==> config.mk <==
export PLATFORM = sky130hd
export DESIGN_NAME = udivision_iter_frac
export DESIGN_NICKNAME = d
export VERILOG_FILES = /design/src/rtl/udivision_iter_frac.sv
export SDC_FILE = /design/constraint.sdc
export NUM_CORES = 1
export LEC_CHECK = 0
export BUFFER_PORTS_ARGS = -buffer_cell sky130_fd_sc_hd__buf_4
export CORE_MARGIN = 5
export CORE_UTILIZATION = 62
export DETAILED_ROUTE_END_ITERATION = 12
export PLACE_DENSITY_LB_ADDON = 0.15
export SYNTH_ARGS = -nofsm -noshare
export SYNTH_HDL_FRONTEND = slang
export SYNTH_SLANG_ARGS = --single-unit
export TNS_END_PERCENT = 10
==> constraint.sdc <==
create_clock -name clk -period 5.1 [get_ports clk]
set_input_delay 0.765 -clock clk [delete_from_list [all_inputs] [get_ports clk]]
set_output_delay 0.765 -clock clk [all_outputs]
set_load 0.02 [all_outputs]
==> src/rtl/udivision_iter_frac.sv <==
// udivision_iter_frac
// Sequential unsigned fractional divider: quotient = numerator / denominator
// as a 0.F fraction with N_BITS_OUT bits, one restoring step per clock.
//
// Optional feature macro: UDIV_ROUND_EN
//   defined   -> one extra guard step, round half up, clamp on overflow
//   undefined -> truncation only
//
// Ports:
//   clk, rst            clock (rising edge), asynchronous active-high reset
//   in_valid/in_ready   operand handshake (in_ready high only in IDLE)
//   numerator           dividend, N_BITS_IN bits
//   denominator         divisor,  N_BITS_IN bits
//   out_valid/out_ready result handshake (result held until accepted)
//   quotient            min(floor(num*2^N_BITS_OUT/den), 2^N_BITS_OUT-1)
//   div_by_zero         result came from denominator == 0
//   saturated           true quotient >= 1.0 (or rounding overflow), clamped
module udivision_iter_frac #(
    parameter int N_BITS_IN  = 8,
    parameter int N_BITS_OUT = 16
) (
    input  logic                  clk,
    input  logic                  rst,
    input  logic                  in_valid,
    output logic                  in_ready,
    input  logic [N_BITS_IN-1:0]  numerator,
    input  logic [N_BITS_IN-1:0]  denominator,
    output logic                  out_valid,
    input  logic                  out_ready,
    output logic [N_BITS_OUT-1:0] quotient,
    output logic                  div_by_zero,
    output logic                  saturated
);

`ifdef UDIV_ROUND_EN
    localparam int GUARD = 1;
`else
    localparam int GUARD = 0;
`endif
    // Quotient shift register holds the result bits plus the optional guard bit.
    localparam int QW    = N_BITS_OUT + GUARD;
    localparam int CNT_W = $clog2(QW + 1);

    typedef enum logic [1:0] {
        IDLE = 2'd0,
        CALC = 2'd1,
        DONE = 2'd2
    } state_t;

    state_t                state_r, state_s;
    logic [N_BITS_IN:0]    rem_r, rem_s;
    logic [N_BITS_IN-1:0]  den_r, den_s;
    logic [QW-1:0]         quo_r, quo_s;
    logic [CNT_W-1:0]      cnt_r, cnt_s;
    logic                  dz_pend_r, dz_pend_s;
    logic                  sat_pend_r, sat_pend_s;
    logic                  out_valid_r, out_valid_s;
    logic [N_BITS_OUT-1:0] quotient_r, quotient_s;
    logic                  div_by_zero_r, div_by_zero_s;
    logic                  saturated_r, saturated_s;
    logic [N_BITS_IN:0]    r2_s;
    logic [N_BITS_IN:0]    diff_s;
    logic                  ge_s;

    assign in_ready    = (state_r == IDLE);
    assign out_valid   = out_valid_r;
    assign quotient    = quotient_r;
    assign div_by_zero = div_by_zero_r;
    assign saturated   = saturated_r;

    // Next-state, datapath step and output register inputs.
    always_comb begin
        state_s       = state_r;
        rem_s         = rem_r;
        den_s         = den_r;
        quo_s         = quo_r;
        cnt_s         = cnt_r;
        dz_pend_s     = dz_pend_r;
        sat_pend_s    = sat_pend_r;
        out_valid_s   = out_valid_r;
        quotient_s    = quotient_r;
        div_by_zero_s = div_by_zero_r;
        saturated_s   = saturated_r;

        // Restoring step; R < den keeps R<<1 within N_BITS_IN+1 bits.
        r2_s   = {rem_r[N_BITS_IN-1:0], 1'b0};
        ge_s   = (r2_s >= {1'b0, den_r});
        diff_s = r2_s - {1'b0, den_r};

        case (state_r)
            IDLE: begin
                if (in_valid) begin
                    den_s      = denominator;
                    quo_s      = {QW{1'b0}};
                    dz_pend_s  = (denominator == {N_BITS_IN{1'b0}});
                    sat_pend_s = (denominator != {N_BITS_IN{1'b0}}) && (numerator >= denominator);
                    state_s    = CALC;
                    // Shortcut cases skip the steps (counter 0) but still spend
                    // one finalize cycle, giving them a one-cycle latency.
                    if ((denominator == {N_BITS_IN{1'b0}}) || (numerator >= denominator)) begin
                        rem_s = {(N_BITS_IN+1){1'b0}};
                        cnt_s = {CNT_W{1'b0}};
                    end else begin
                        rem_s = {1'b0, numerator};
                        cnt_s = CNT_W'(QW);
                    end
                end else begin
                    state_s = IDLE;
                end
            end
            CALC: begin
                if (cnt_r != {CNT_W{1'b0}}) begin
                    quo_s = {quo_r[QW-2:0], ge_s};
                    rem_s = ge_s ? diff_s : r2_s;
                    cnt_s = cnt_r - {{(CNT_W-1){1'b0}}, 1'b1};
                end else begin
                    // Finalize: the result registers load from the completed
                    // shift register, keeping rounding off the step path.
                    state_s       = DONE;
                    out_valid_s   = 1'b1;
                    div_by_zero_s = 1'b0;
                    saturated_s   = 1'b0;
                    if (dz_pend_r) begin
                        quotient_s    = {N_BITS_OUT{1'b1}};
                        div_by_zero_s = 1'b1;
                    end else if (sat_pend_r) begin
                        quotient_s  = {N_BITS_OUT{1'b1}};
                        saturated_s = 1'b1;
                    end else begin
`ifdef UDIV_ROUND_EN
                        if (quo_r[0]) begin
                            if (&quo_r[QW-1:1]) begin
                                quotient_s  = {N_BITS_OUT{1'b1}};
                                saturated_s = 1'b1;
                            end else begin
                                quotient_s = quo_r[QW-1:1] + {{(N_BITS_OUT-1){1'b0}}, 1'b1};
                            end
                        end else begin
                            quotient_s = quo_r[QW-1:1];
                        end
`else
                        quotient_s = quo_r;
`endif
                    end
                end
            end
            DONE: begin
                if (out_ready) begin
                    state_s     = IDLE;
                    out_valid_s = 1'b0;
                end else begin
                    state_s = DONE;
                end
            end
            default: begin
                state_s     = IDLE;
                out_valid_s = 1'b0;
            end
        endcase
    end

    // State and datapath registers; reset discards any operation in flight.
    always_ff @(posedge clk or posedge rst) begin
        if (rst) begin
            state_r       <= IDLE;
            rem_r         <= {(N_BITS_IN+1){1'b0}};
            den_r         <= {N_BITS_IN{1'b0}};
            quo_r         <= {QW{1'b0}};
            cnt_r         <= {CNT_W{1'b0}};
            dz_pend_r     <= 1'b0;
            sat_pend_r    <= 1'b0;
            out_valid_r   <= 1'b0;
            quotient_r    <= {N_BITS_OUT{1'b0}};
            div_by_zero_r <= 1'b0;
            saturated_r   <= 1'b0;
        end else begin
            state_r       <= state_s;
            rem_r         <= rem_s;
            den_r         <= den_s;
            quo_r         <= quo_s;
            cnt_r         <= cnt_s;
            dz_pend_r     <= dz_pend_s;
            sat_pend_r    <= sat_pend_s;
            out_valid_r   <= out_valid_s;
            quotient_r    <= quotient_s;
            div_by_zero_r <= div_by_zero_s;
            saturated_r   <= saturated_s;
        end
    end

endmodule

==> Yosys cells after proc, flatten, opt, wreduce, memory -nomap -nowiden <==
Index checks and enable logic that the tools add are counted.
{ "classes": {"addsub": 2, "magnitude_cmp": 2, "n_eq_ne": 6, "mux": 24, "bitwise": 2, "n_reduce_logical": 11} }
{ "op_table": {"columns": ["operator", "n"], "rows": [
  ["two-way mux 16 bit", 4],
  ["two-way mux 8 bit", 4],
  ["case mux 16 bit (2 select lines)", 1],
  ["case mux 8 bit (2 select lines)", 1],
  ["two-way mux 5 bit", 3],
  ["case mux 5 bit (2 select lines)", 1],
  [">= comparator 9 x 8 -> 1 bit", 1],
  [">= comparator 8 bit", 1],
  ["logical NOT 8 bit", 1],
  ["inequality test 2 bit, second input constant", 4],
  ["nonzero test 8 bit", 1],
  ["subtractor 8 bit", 1],
  ["two-way mux 1 bit", 6],
  ["case mux 2 bit (3 select lines)", 1],
  ["AND reduction 3 bit", 2],
  ["nonzero test 5 bit", 1],
  ["subtractor 5 x 1 -> 5 bit, second input constant", 1],
  ["two-way mux 2 bit", 2],
  ["AND reduction 2 bit", 2],
  ["case mux 1 bit (3 select lines)", 1],
  ["equality test 2 x 1 -> 1 bit, second input constant", 1],
  ["equality test 2 bit, second input constant", 1],
  ["logical NOT 2 bit", 1],
  ["NOT 1 bit", 2],
  ["other kinds (3)", 3]
]} }
{ "word_totals": {"regBits": 60, "inputBits": 20, "word_cells": 58} }

==> Longest topological paths before layout <==
{ "depth": {"ltp_word": 5, "ltp_mapped": 9, "ltp_nobuf": 8} }

==> Least setup slack after synthesis <==
OpenSTA, ideal clock, no wires.
{ "synth_timing": {"path_type": "input -> register", "from": "in numerator[0]", "to": "reg rem_r[6]", "setup_ps": 87, "arrival_ps": 2308, "setup_slack_ps": 2705, "path_stages": 7, "path_cell_list": "inv_1 > ha_1 > nand2b_4 > a2111o_1 > a211oi_4 > a221oi_1 > a211oi_2"} }
{ "synth_via": {"elab_chain_cells": 5} }
{ "synth_lines": {"columns": ["element", "line_no", "source"], "rows": [
  ["from (decl)", "26", "input logic [N_BITS_IN-1:0] numerator,"],
  [">= comparator 8 bit", "100", "if ((denominator == {N_BITS_IN{1'b0}}) || (numerator >= denominator)) begin"],
  ["logical OR 1 bit", "100", null],
  ["two-way mux 8 bit", "100", null],
  ["two-way mux 8 bit", "92", "if (in_valid) begin"],
  ["case mux 8 bit (2 select lines)", "90", "case (state_r)"],
  ["to (signal assigned)", "166", "rem_r <= {(N_BITS_IN+1){1'b0}};"],
  ["to (signal assigned)", "178", "rem_r <= rem_s;"],
  ["to (decl)", "51", "logic [N_BITS_IN:0] rem_r, rem_s;"]
]} }
Every way passes these cells. The select of a mux whose other input is x is not followed.
A chain may end at the register's enable or synchronous reset.

==> Final worst setup path <==
{ "layout_timing": {"from": "reg state_r[0]", "to": "reg rem_r[0]"} }
{ "layout_via": {"elab_chain_cells": 3, "elab_cells_between_ends": 7, "cone_classes": "eq/ne (3); mux (1); reduce/logical (3)"} }
{ "layout_lines": {"columns": ["element", "line_no", "source"], "rows": [
  ["from (decl)", "50", "state_t state_r, state_s;"],
  ["from (signal assigned)", "177", "state_r <= state_s;"],
  ["equality test 2 x 1 -> 1 bit or logical NOT 2 bit (tied branches)", "90", null],
  ["inequality test 2 bit (no source line) or nonzero test 2 bit (tied branches)", null, null],
  ["AND reduction 3 bit (no source line)", null, null]
]} }
Several ways; a longest one is shown, not always the timed one.

==> out/metrics.yaml <==
outcome:
  status: "complete, no violations"
synth:
  synthFlopType: "dfrtp_1"
  synth_xor_area_share_pct: 1.08
  yosys.area_share.simple_pct: 21.2
  synth_common_cells: "72 x nand2_1, 60 x dfrtp_1, 40 x o21ai_0"
  synthAdderAreaFrac_pct: 7.58
  yosysTopAreaCell: "dfrtp_1"
  yosysUniqueCellTypes: 56
  synth_top_area_share_pct: 46.4
  post-synth-top-count-cell: "nand2_1"
  synth_seq_cells: 60
  synth_seq_area_share_pct: 46.4
  synth_mux_area_share_pct: 0.658
  syn_nets: 398
  synthesis.area_mm2: 0.00323
  synth_edf_count: 0
  synth_compound_area_share_pct: 17.9
  async_reset_ff_share_pct: 100
  yosysWarnings: 0
  syn_area_per_cell_um2: 9.01
  yosys-top-cells-area: "dfrtp_1 46%, nand2_1 8.4%, ha_1 7.0%, o21ai_0 6.2%, nor2_1 3.7%"
  postSynthCellCount: 359
  synth_top_family_by_area: "simple AND/OR/NAND/NOR gates"
timing:
  tightest_slew_ns: 0.873
  hold_viol_final: 0
  tns_ns: 0
  finalClockSkew_ns: 0.00844
  slew_headroom_pct: 41.5
  fin_crit_sh_pct: 48.3
  setup_viol: 0
  fmax_mhz: 406
  fin_crit_ns: 2.46
  finalMaxSlewViolations: 0
  fin_ws_ns: 2.64
  rsz0062_at_grt: "false"
finish:
  post-route-util_pct: 74.0
  area_delta_synth_final_pct: 16.2
  layout-drive-gt1-share_pct: 18.5
  nNetsFinal: 436
  design_area_mm2: 0.00376
  n_antenna_cell: 0
setup_path:
  rrSetupSlack_ns: 2.64
  crit_type: "reg -> reg"
  cp_data_arrival_time_ns: 2.69
  end_kind: "flip-flop"
  required_ns: 5.33
  reg2regPathDepth: 6
  r2r-end: "rem_r[0]$_DFFE_PP0P_"
  startpoint_type: "flip-flop"
  r2r_start: "state_r[0]$_DFFE_PP0P_"
  cp_max_fo: 20
worst_hold_path:
  hp-class: "reg -> reg"
  hold_end: "quotient[10]$_DFFE_PP0P_"
  hold_start: "quotient[10]$_DFFE_PP0P_"
  hold_depth: 2
power_and_ir_drop:
  clkPwrFrac_pct: 16.2
  seqPwrFrac_pct: 30.3
  totalPowerFinal_w: 0.00276
  swShare_pct: 44.0
  p_comb_share_pct: 53.5
  p_sw_w: 0.00122
  p_leak_nw: 1.88
  p_int_w: 0.00155
  powerDensity_mw_per_mm2: 735
  peakVddDrop_mv: 0.540
grt:
  antenna_found_initial: 0
  grt_pass1_vias: 2517
  grt_pass1_wl_um: 11800
  gr-total-overflow: 0
  gr-usage-all-layers_pct: 23.3
  grt_max_degree: 61
clock_network:
  htree_levels: 3
  cts_resized: 0
  hold_buffers: 0
  clockRootBuffer: "clkbuf_8"
  cts_setup_buffers: 0
  clock_latency_ns: 0.34
  cts_num_sinks: 60
  numCtsBuffers: 9
  cts_tree: "done"
  clk_transition_reported_paths_ns: 0.07
  cts_buffer_depth: 2
drt:
  wirelength_um: 7070
  vias: 2645
  wire_per_inst_um: 15.0
  firstDrtPassIters: 4
  drt-initial-drc-count: 176
  drtAntennaViolNets: 0
  vias_per_cell: 5.62
  drcViolationCount: 0
floorplan:
  die_y_um: 82.2
  coreArea_mm2: 0.00507
  core.rowCount: 26
  initial_utilization_pct: 63.7
  dieWidth_um: 82.2
  die_area_mm2: 0.00676
  boundaryPins: 40
placement:
  dp.final_hpwl_um: 5060
  post-place-ws_ns: 2.30
  place_congestion: 0.891
  io_buffers: 39
  placed_area_mm2: 0.00355
flow_run:
  cap_viol_max_count: 0
-- metal layers --
layer | routed length [um] | share of wire (%) | GRT usage, % | vias to the layer above
li1 | - | - | - | 1301
met1 | 3390 | 48 | 33.0 | 1239
met2 | 3120 | 44 | 35.1 | 89
met5 | 0 | 0 | 0 | -
met3 | 427 | 6.0 | 4.66 | 16
met4 | 133 | 1.9 | 9.63 | 0
-- critical path, stage by stage, from the launching register on --
cell	delay, ns
dfrtp_1	0.42
nor2_1	0.08
and2_1	0.37
nor2_1	0.61
inv_1	0.34
and3_1	0.26
a221o_1	0.26
-- metrics by stage --
step | hold WS, ns | cells
finish | 0.480 | 471
global route | 0.517 | 471
CTS | 0.486 | 471
detailed placement | 0.471 | 456
global placement | 0.463 | 456
floorplan | 0.461 | 359
-- power by group through the flow --
| stage | logic, W | clock network [W] | registers (W) |
|---|---|---|---|
| after floorplan | 0.00109 | 0 | 0.000874 |
| after detailed placement | 0.00146 | 0 | 0.000840 |
| after global placement | 0.00143 | 0 | 0.000837 |
| after CTS | 0.00148 | 0.000452 | 0.000834 |
| final | 0.00148 | 0.000448 | 0.000835 |
| after global routing | 0.00166 | 0.000476 | 0.000860 |
-- registers in the layout, summed over array words and instances, names as in the netlist --
signal,flops
out_valid,1
div_by_zero,1
cnt_r,5
quo_r,16
den_r,8
sat_pend_r,1
dz_pend_r,1
rem_r,8
quotient,16
saturated,1
state_r,2
-- cell families after synthesis --
| logic type | Yosys count |
|---|---|
| AND/OR/NAND/NOR | 148 |
| AO/OA/AOI/OAI | 90 |
| flip-flops | 60 |
| buffers and inverters | 36 |
| adder cells (fa/ha/maj) | 19 |
| XOR/XNOR | 4 |
| multiplexers | 2 |
-- cell usage in the layout (no fill, tap or decap), drive strengths merged, types with 4 or more instances in the layout --
cell type  synthesis  final
nand2             72     72
dfrtp             60     60
o21ai             44     44
buf                5     42
nor2              33     33
inv               21     21
nand3             19     19
ha                18     18
a21oi             15     15
clkbuf            10     12
a21o               5      5
and3               5      5
a211oi             4      4
-- cell type report --
class                   count  area [um2]
inverters                  21        78.8
well taps                  70        87.6
flip-flops and latches     60        1500
fillers                   396        1320
repair buffers             42         315
clock inverters             3        45.0
multi-input cells         263        1560
clock buffers              12         165
-- worst max path at each step --
stage,start,to,slack (ns),cells past startpoint
final,state_r[0]$_DFFE_PP0P_,rem_r[0]$_DFFE_PP0P_,2.64,6
after global routing,state_r[0]$_DFFE_PP0P_,rem_r[0]$_DFFE_PP0P_,2.43,6
after CTS,state_r[0]$_DFFE_PP0P_,rem_r[0]$_DFFE_PP0P_,2.64,6
after detailed placement,in_valid,rem_r[0]$_DFFE_PP0P_,2.30,6
after global placement,in_valid,rem_r[0]$_DFFE_PP0P_,2.40,6
after floorplan,numerator[0],rem_r[6]$_DFFE_PP0P_,2.70,7
(Power assumes the default switching activity.)
